--- src/rtl/veririsc_controller_pkg.sv ---
// veririsc_controller_pkg: shared VeriRISC opcode/phase encodings and the
// control-strobe bundle passed from the decoder to the controller top.
//   opcode_t : 3-bit instruction opcode held in the IR
//   phase_t  : 3-bit instruction-sequencer phase
//   ctrl_t   : the nine datapath control signals
package veririsc_controller_pkg;

   typedef enum logic [2:0] {
      HLT = 3'd0,
      SKZ = 3'd1,
      ADD = 3'd2,
      AND = 3'd3,
      XOR = 3'd4,
      LDA = 3'd5,
      STO = 3'd6,
      JMP = 3'd7
   } opcode_t;

   typedef enum logic [2:0] {
      INST_ADDR  = 3'd0,
      INST_FETCH = 3'd1,
      INST_LOAD  = 3'd2,
      IDLE       = 3'd3,
      OP_ADDR    = 3'd4,
      OP_FETCH   = 3'd5,
      ALU_OP     = 3'd6,
      STORE      = 3'd7
   } phase_t;

   typedef struct packed {
      logic sel;
      logic rd;
      logic ld_ir;
      logic halt;
      logic inc_pc;
      logic ld_ac;
      logic ld_pc;
      logic wr;
      logic data_e;
   } ctrl_t;

   // Opcodes whose operand is read from memory and written into the accumulator.
   function automatic logic is_aluop(input opcode_t op);
      return (op == ADD) || (op == AND) || (op == XOR) || (op == LDA);
   endfunction

endpackage

--- src/rtl/veririsc_controller_decode.sv ---
// ctrl_decode: purely combinational phase/opcode/zero -> control decode.
// No enable gating and no halt override here; the controller top applies both.
//   phase  in  current sequencer phase
//   opcode in  current IR opcode
//   zero   in  accumulator-zero flag
//   ctrl   out ungated control signals
module ctrl_decode
   import veririsc_controller_pkg::*;
(
   input  phase_t  phase,
   input  opcode_t opcode,
   input  logic    zero,
   output ctrl_t   ctrl
);

   logic aluop;
   assign aluop = is_aluop(opcode);

   always_comb begin
      ctrl = '0;
      unique case (phase)
         INST_ADDR: begin
            ctrl.sel = 1'b1;
         end
         INST_FETCH: begin
            ctrl.sel = 1'b1;
            ctrl.rd  = 1'b1;
         end
         INST_LOAD, IDLE: begin
            ctrl.sel   = 1'b1;
            ctrl.rd    = 1'b1;
            ctrl.ld_ir = 1'b1;
         end
         OP_ADDR: begin
            ctrl.halt   = (opcode == HLT);
            ctrl.inc_pc = 1'b1;
         end
         OP_FETCH: begin
            ctrl.rd = aluop;
         end
         ALU_OP: begin
            ctrl.rd     = aluop;
            // SKZ skips the next instruction by a second PC increment.
            ctrl.inc_pc = (opcode == SKZ) && zero;
            ctrl.ld_pc  = (opcode == JMP);
            ctrl.data_e = (opcode == STO);
         end
         STORE: begin
            ctrl.rd     = aluop;
            ctrl.ld_ac  = aluop;
            ctrl.ld_pc  = (opcode == JMP);
            ctrl.wr     = (opcode == STO);
            ctrl.data_e = (opcode == STO);
         end
         default: ctrl = '0;
      endcase
   end

endmodule

--- src/rtl/veririsc_controller.sv ---
// veririsc_controller: eight-phase VeriRISC instruction sequencer.
// Holds the phase and halted registers, gates strobes with ena and applies
// the halted override on top of the ctrl_decode outputs.
// Optional feature macro: CTRL_RESUME_EN (adds the resume input).
//   clk, rst_n   clock, async active-low reset
//   ena          phase-advance enable (low = stall)
//   opcode, zero IR opcode and ALU zero flag
//   resume       leave halted state (CTRL_RESUME_EN only)
//   sel, rd, ld_ir, halt, inc_pc, ld_ac, ld_pc, wr, data_e  control outputs
//   halted       sticky halted status
//   phase        current phase, for debug
module veririsc_controller
   import veririsc_controller_pkg::*;
(
   input  logic       clk,
   input  logic       rst_n,
   input  logic       ena,
   input  opcode_t    opcode,
   input  logic       zero,
`ifdef CTRL_RESUME_EN
   input  logic       resume,
`endif
   output logic       sel,
   output logic       rd,
   output logic       ld_ir,
   output logic       halt,
   output logic       inc_pc,
   output logic       ld_ac,
   output logic       ld_pc,
   output logic       wr,
   output logic       data_e,
   output logic       halted,
   output logic [2:0] phase
);

   phase_t phase_q, phase_d;
   logic   halted_q, halted_d;
   ctrl_t  dec;

   ctrl_decode u_decode (
      .phase  (phase_q),
      .opcode (opcode),
      .zero   (zero),
      .ctrl   (dec)
   );

   always_ff @(posedge clk or negedge rst_n) begin
      if (!rst_n) begin
         phase_q  <= INST_ADDR;
         halted_q <= 1'b0;
      end else begin
         phase_q  <= phase_d;
         halted_q <= halted_d;
      end
   end

   always_comb begin
      phase_d  = phase_q;
      halted_d = halted_q;
      if (halted_q) begin
`ifdef CTRL_RESUME_EN
         // Resume ignores ena; the PC already moved past HLT in OP_ADDR.
         if (resume) begin
            halted_d = 1'b0;
            phase_d  = OP_FETCH;
         end
`endif
      end else if (ena) begin
         // Enabled HLT in OP_ADDR parks the sequencer at OP_ADDR.
         if (phase_q == OP_ADDR && opcode == HLT) halted_d = 1'b1;
         else                                     phase_d  = phase_t'(phase_q + 3'd1);
      end
   end

   always_comb begin
      sel    = dec.sel;
      rd     = dec.rd;
      halt   = dec.halt;
      data_e = dec.data_e;
      ld_ir  = dec.ld_ir  & ena;
      inc_pc = dec.inc_pc & ena;
      ld_ac  = dec.ld_ac  & ena;
      ld_pc  = dec.ld_pc  & ena;
      wr     = dec.wr     & ena;
      if (halted_q) begin
         sel    = 1'b0;
         rd     = 1'b0;
         halt   = 1'b1;
         data_e = 1'b0;
         ld_ir  = 1'b0;
         inc_pc = 1'b0;
         ld_ac  = 1'b0;
         ld_pc  = 1'b0;
         wr     = 1'b0;
      end
   end

   assign halted = halted_q;
   assign phase  = phase_q;

endmodule

--- config.mk ---
export PLATFORM = sky130hd
export DESIGN_NAME = veririsc_controller
export DESIGN_NICKNAME = d
export VERILOG_FILES = /design/src/rtl/veririsc_controller_pkg.sv /design/src/rtl/veririsc_controller_decode.sv /design/src/rtl/veririsc_controller.sv
export SDC_FILE = /design/constraint.sdc
export NUM_CORES = 1
export LEC_CHECK = 0
export ABC_AREA = 1
export BUFFER_PORTS_ARGS = -buffer_cell sky130_fd_sc_hd__buf_4
export CORE_AREA = 2 2 39 41
export DETAILED_ROUTE_END_ITERATION = 7
export DIE_AREA = 0 0 41 43
export PLACE_DENSITY = 0.63
export SLEW_MARGIN = 15
export SYNTH_ARGS = -nofsm -noshare
export SYNTH_HDL_FRONTEND = slang
export SYNTH_SLANG_ARGS = --single-unit
export TNS_END_PERCENT = 5
--- constraint.sdc ---
create_clock -name clk -period 1.27 [get_ports clk]
set_input_delay 0.254 -clock clk [delete_from_list [all_inputs] [get_ports clk]]
set_output_delay 0.254 -clock clk [all_outputs]
set_load 0.1 [all_outputs]
==> impl_metrics.yaml <==
sta:
  slew_viol_final: 0
  worstMarginPinSlew_ns: 0.2340
  fin_crit_ns: 1.775
  final.period_utilization_pct: 139.8
  fmax_ghz: 0.5633
  layout_setup_ws_ns: -0.5051
  max_slew_margin_pct: 84.40
  setup_viol: 16
  rsz0062_at_grt: "yes"
  tns_ns: -4.011
  finalClockSkew_ns: 0.003095
  hold_violations: 0
logic_synthesis:
  netlist_instances: 55
  synth_area_um2: 422.9
  syn_avg_cell_area_um2: 7.689
  yosys_register_bits: 4
  synth_nets: 67
  synth_cell_types: 18
  ys_seq_area_share_pct: 23.67
  yosysWarnings: 0
detailed_routing:
  drtPass1Iterations: 2
  drt-wirelength-per-cell_um: 11.44
  vias: 509
  drtIter0Drc: 1
  drt-vias-per-instance: 4.586
  wl_um: 1270
  drtAntennaViolNets: 0
  drc: 0
layout:
  drive_gt1_share_pct: 78.95
  fin_area_um2: 1076
  n_antenna_cell: 0
  multiInputGateArea_um2: 454.2
  utilization_pct: 77.76
  stdcell_count: 111
  syn_to_final_growth_pct: 154.4
  final_net_count: 109
  regArea_um2: 112.6
  fillers: 82
placed_design:
  pre_cts_ws_ns: -0.3965
  dpl.hpwl_um: 923.7
  dpl.cell_count: 106
  post_dp_cell_area_um2: 783.3
  gp_congestion: 0.6687
  numPortBuffers: 19
pwr:
  powerDensity_nw_per_um2: 312.0
  leakage_uw: 0.0005088
  vdd_drop_max_v: 0.0003366
die:
  die_h_um: 43
  start_util_pct: 30.56
  dieArea_um2: 1763
  io-pin-count: 20
  die_w_um: 41
  core-area_um2: 1384
  core.rowCount: 14
min_path:
  hold_path.class: "input pin to async pin"
global_route:
  grt_pass1_wl_um: 2070
  grt_start_max_net_pins: 7
  gr-total-overflow: 0
  grt_use_total_pct: 18.04
  grt_pass1_vias: 521
  antenna_found_initial: 0
cts:
  cts_tree: "done"
  htreeDepth: 1
  insertion_delay_ns: 0.24
  cts.sinks: 4
  clk_pin_slew_ns: 0.04
  cts_max_path_buffers: 2
  numCtsBuffers: 3
  root_buffer: "clkbuf_4"
setup_path:
  required_ns: 1.02
  worstPathMaxFanout: 4
  endpoint_kind: "output pin"
  critPathLaunchType: "register"
  worstPathArrival_ns: 1.52
  worstSetupPathType: "register to output pin"
  rrSetupSlack_ns: -0.09
  cp_top_family: "flip-flops"
  cp_slowest_cell: "dfrtp_4"
  critical_path.cell_chain: "inv_6, ha_4, nand2_4, nor2_4, nand2_2, a21oi_4, buf_12"
  critical_path_buf_inv_count: 2
  max_stage_delay_ns: 0.51
run:
  cap_violations: 0
status:
  status: "finished with violations"
  violations: "negative setup slack"
-- flip-flops by register name, indices dropped and copies added, names as in the netlist --
name / cells
halted: 1
phase: 3
-- cells in the final DEF, fill, tap and decap left out, types with 2 or more instances in the layout --
master / n
nand2_2: 3
nor3_4: 3
dfrtp_4: 3
buf_4: 20
buf_6: 8
inv_4: 2
nand3_1: 4
a21oi_4: 2
nand2_4: 5
clkbuf_4: 3
inv_1: 3
nor2_4: 4
ha_4: 5
buf_12: 9
nand2_1: 9
-- repair_timing --
item | in CTS | in global routing
endpoints found under the hold margin | 4 | 0
buffers inserted | 1 | 0
pin swaps | 5 | 6
hold buffers | 1 | 0
resized for setup | 51 | 11
endpoints found under the setup margin | 16 | 17
-- where the power goes --
group	switching, uW	internal [uW]
registers	0	128
logic	22.7	21.6
clock network	57.2	106
-- layer usage --
| layer | GRT usage (%) | up-vias | part of all wire [%] |
|---|---|---|---|
| li1 | - | 262 | - |
| met1 | 18.24 | 231 | 35 |
| met2 | 30.94 | 11 | 59 |
| met3 | 1.571 | 5 | 2.6 |
| met4 | 14.00 | 0 | 3.1 |
| met5 | 0 | - | 0 |
-- synthesized netlist by cell type --
| cell | count | area (um2) |
|---|---|---|
| nand2_4 | 3 | 33.78 |
| nor2_4 | 2 | 22.52 |
| nand3_1 | 5 | 25.02 |
| nor4_1 | 1 | 6.260 |
| nor3_2 | 3 | 30.03 |
| nor2_2 | 1 | 6.260 |
| nor2_1 | 3 | 11.26 |
| inv_1 | 6 | 22.52 |
| or2_1 | 1 | 6.260 |
| o21ai_1 | 1 | 5.000 |
| inv_2 | 1 | 3.750 |
| and3_1 | 1 | 6.260 |
| a21oi_1 | 2 | 10.01 |
| buf_6 | 1 | 11.26 |
| nand2_1 | 14 | 52.55 |
| ha_1 | 5 | 62.56 |
| dfrtp_1 | 4 | 100.1 |
| o21bai_1 | 1 | 7.510 |
-- worst reg2reg max path, stage by stage (launching register included) --
cell,delay (ns)
dfrtp_4,0.51
inv_4,0.10
ha_4,0.14
nand2_4,0.07
nor2_4,0.10
nand2_4,0.06
buf_6,0.14
nand3_1,0.08
nand2_1,0.06
-- per-stage QoR --
stage	hold slack, ns	total power [uW]
floorplan	-0.04159	143.1
global route	0.3570	357.5
finish	0.3473	335.7
CTS	0.3350	341.0
global placement	0.05166	168.8
detailed placement	0.05271	169.5
-- area by class of cell --
| class | count | area share (%) |
|---|---|---|
| clock buffers | 3 | 2.093 |
| inverters | 7 | 3.372 |
| well taps | 16 | 1.860 |
| repair buffers | 38 | 40.00 |
| flip-flops and latches | 4 | 10.47 |
| multi-input cells | 43 | 42.21 |
-- final timing paths --
| kind | depth (start not counted) | end | from |
|---|---|---|---|
| min in group clk | 5 | halted | opcode[2] |
| worst max-delay path | 7 | inc_pc | phase[0] |
| worst min-delay path | 2 | phase[2] | rst_n |
| worst max register to register | 8 | phase[2] | phase[1] |
| max in group asynchronous | 2 | phase[1] | rst_n |
| worst min register to register | 2 | phase[0] | phase[0] |
-- cell families after synthesis --
logic type | count (synthesis) | share of synthesized area [%]
and+or+nand+nor | 34 | 47.34
adders and majority gates | 5 | 14.79
buffers and inverters | 8 | 8.874
DFF | 4 | 23.67
AOI/OAI and AO/OA | 4 | 5.325
No activity file was read; power rests on OpenSTA's default activity.
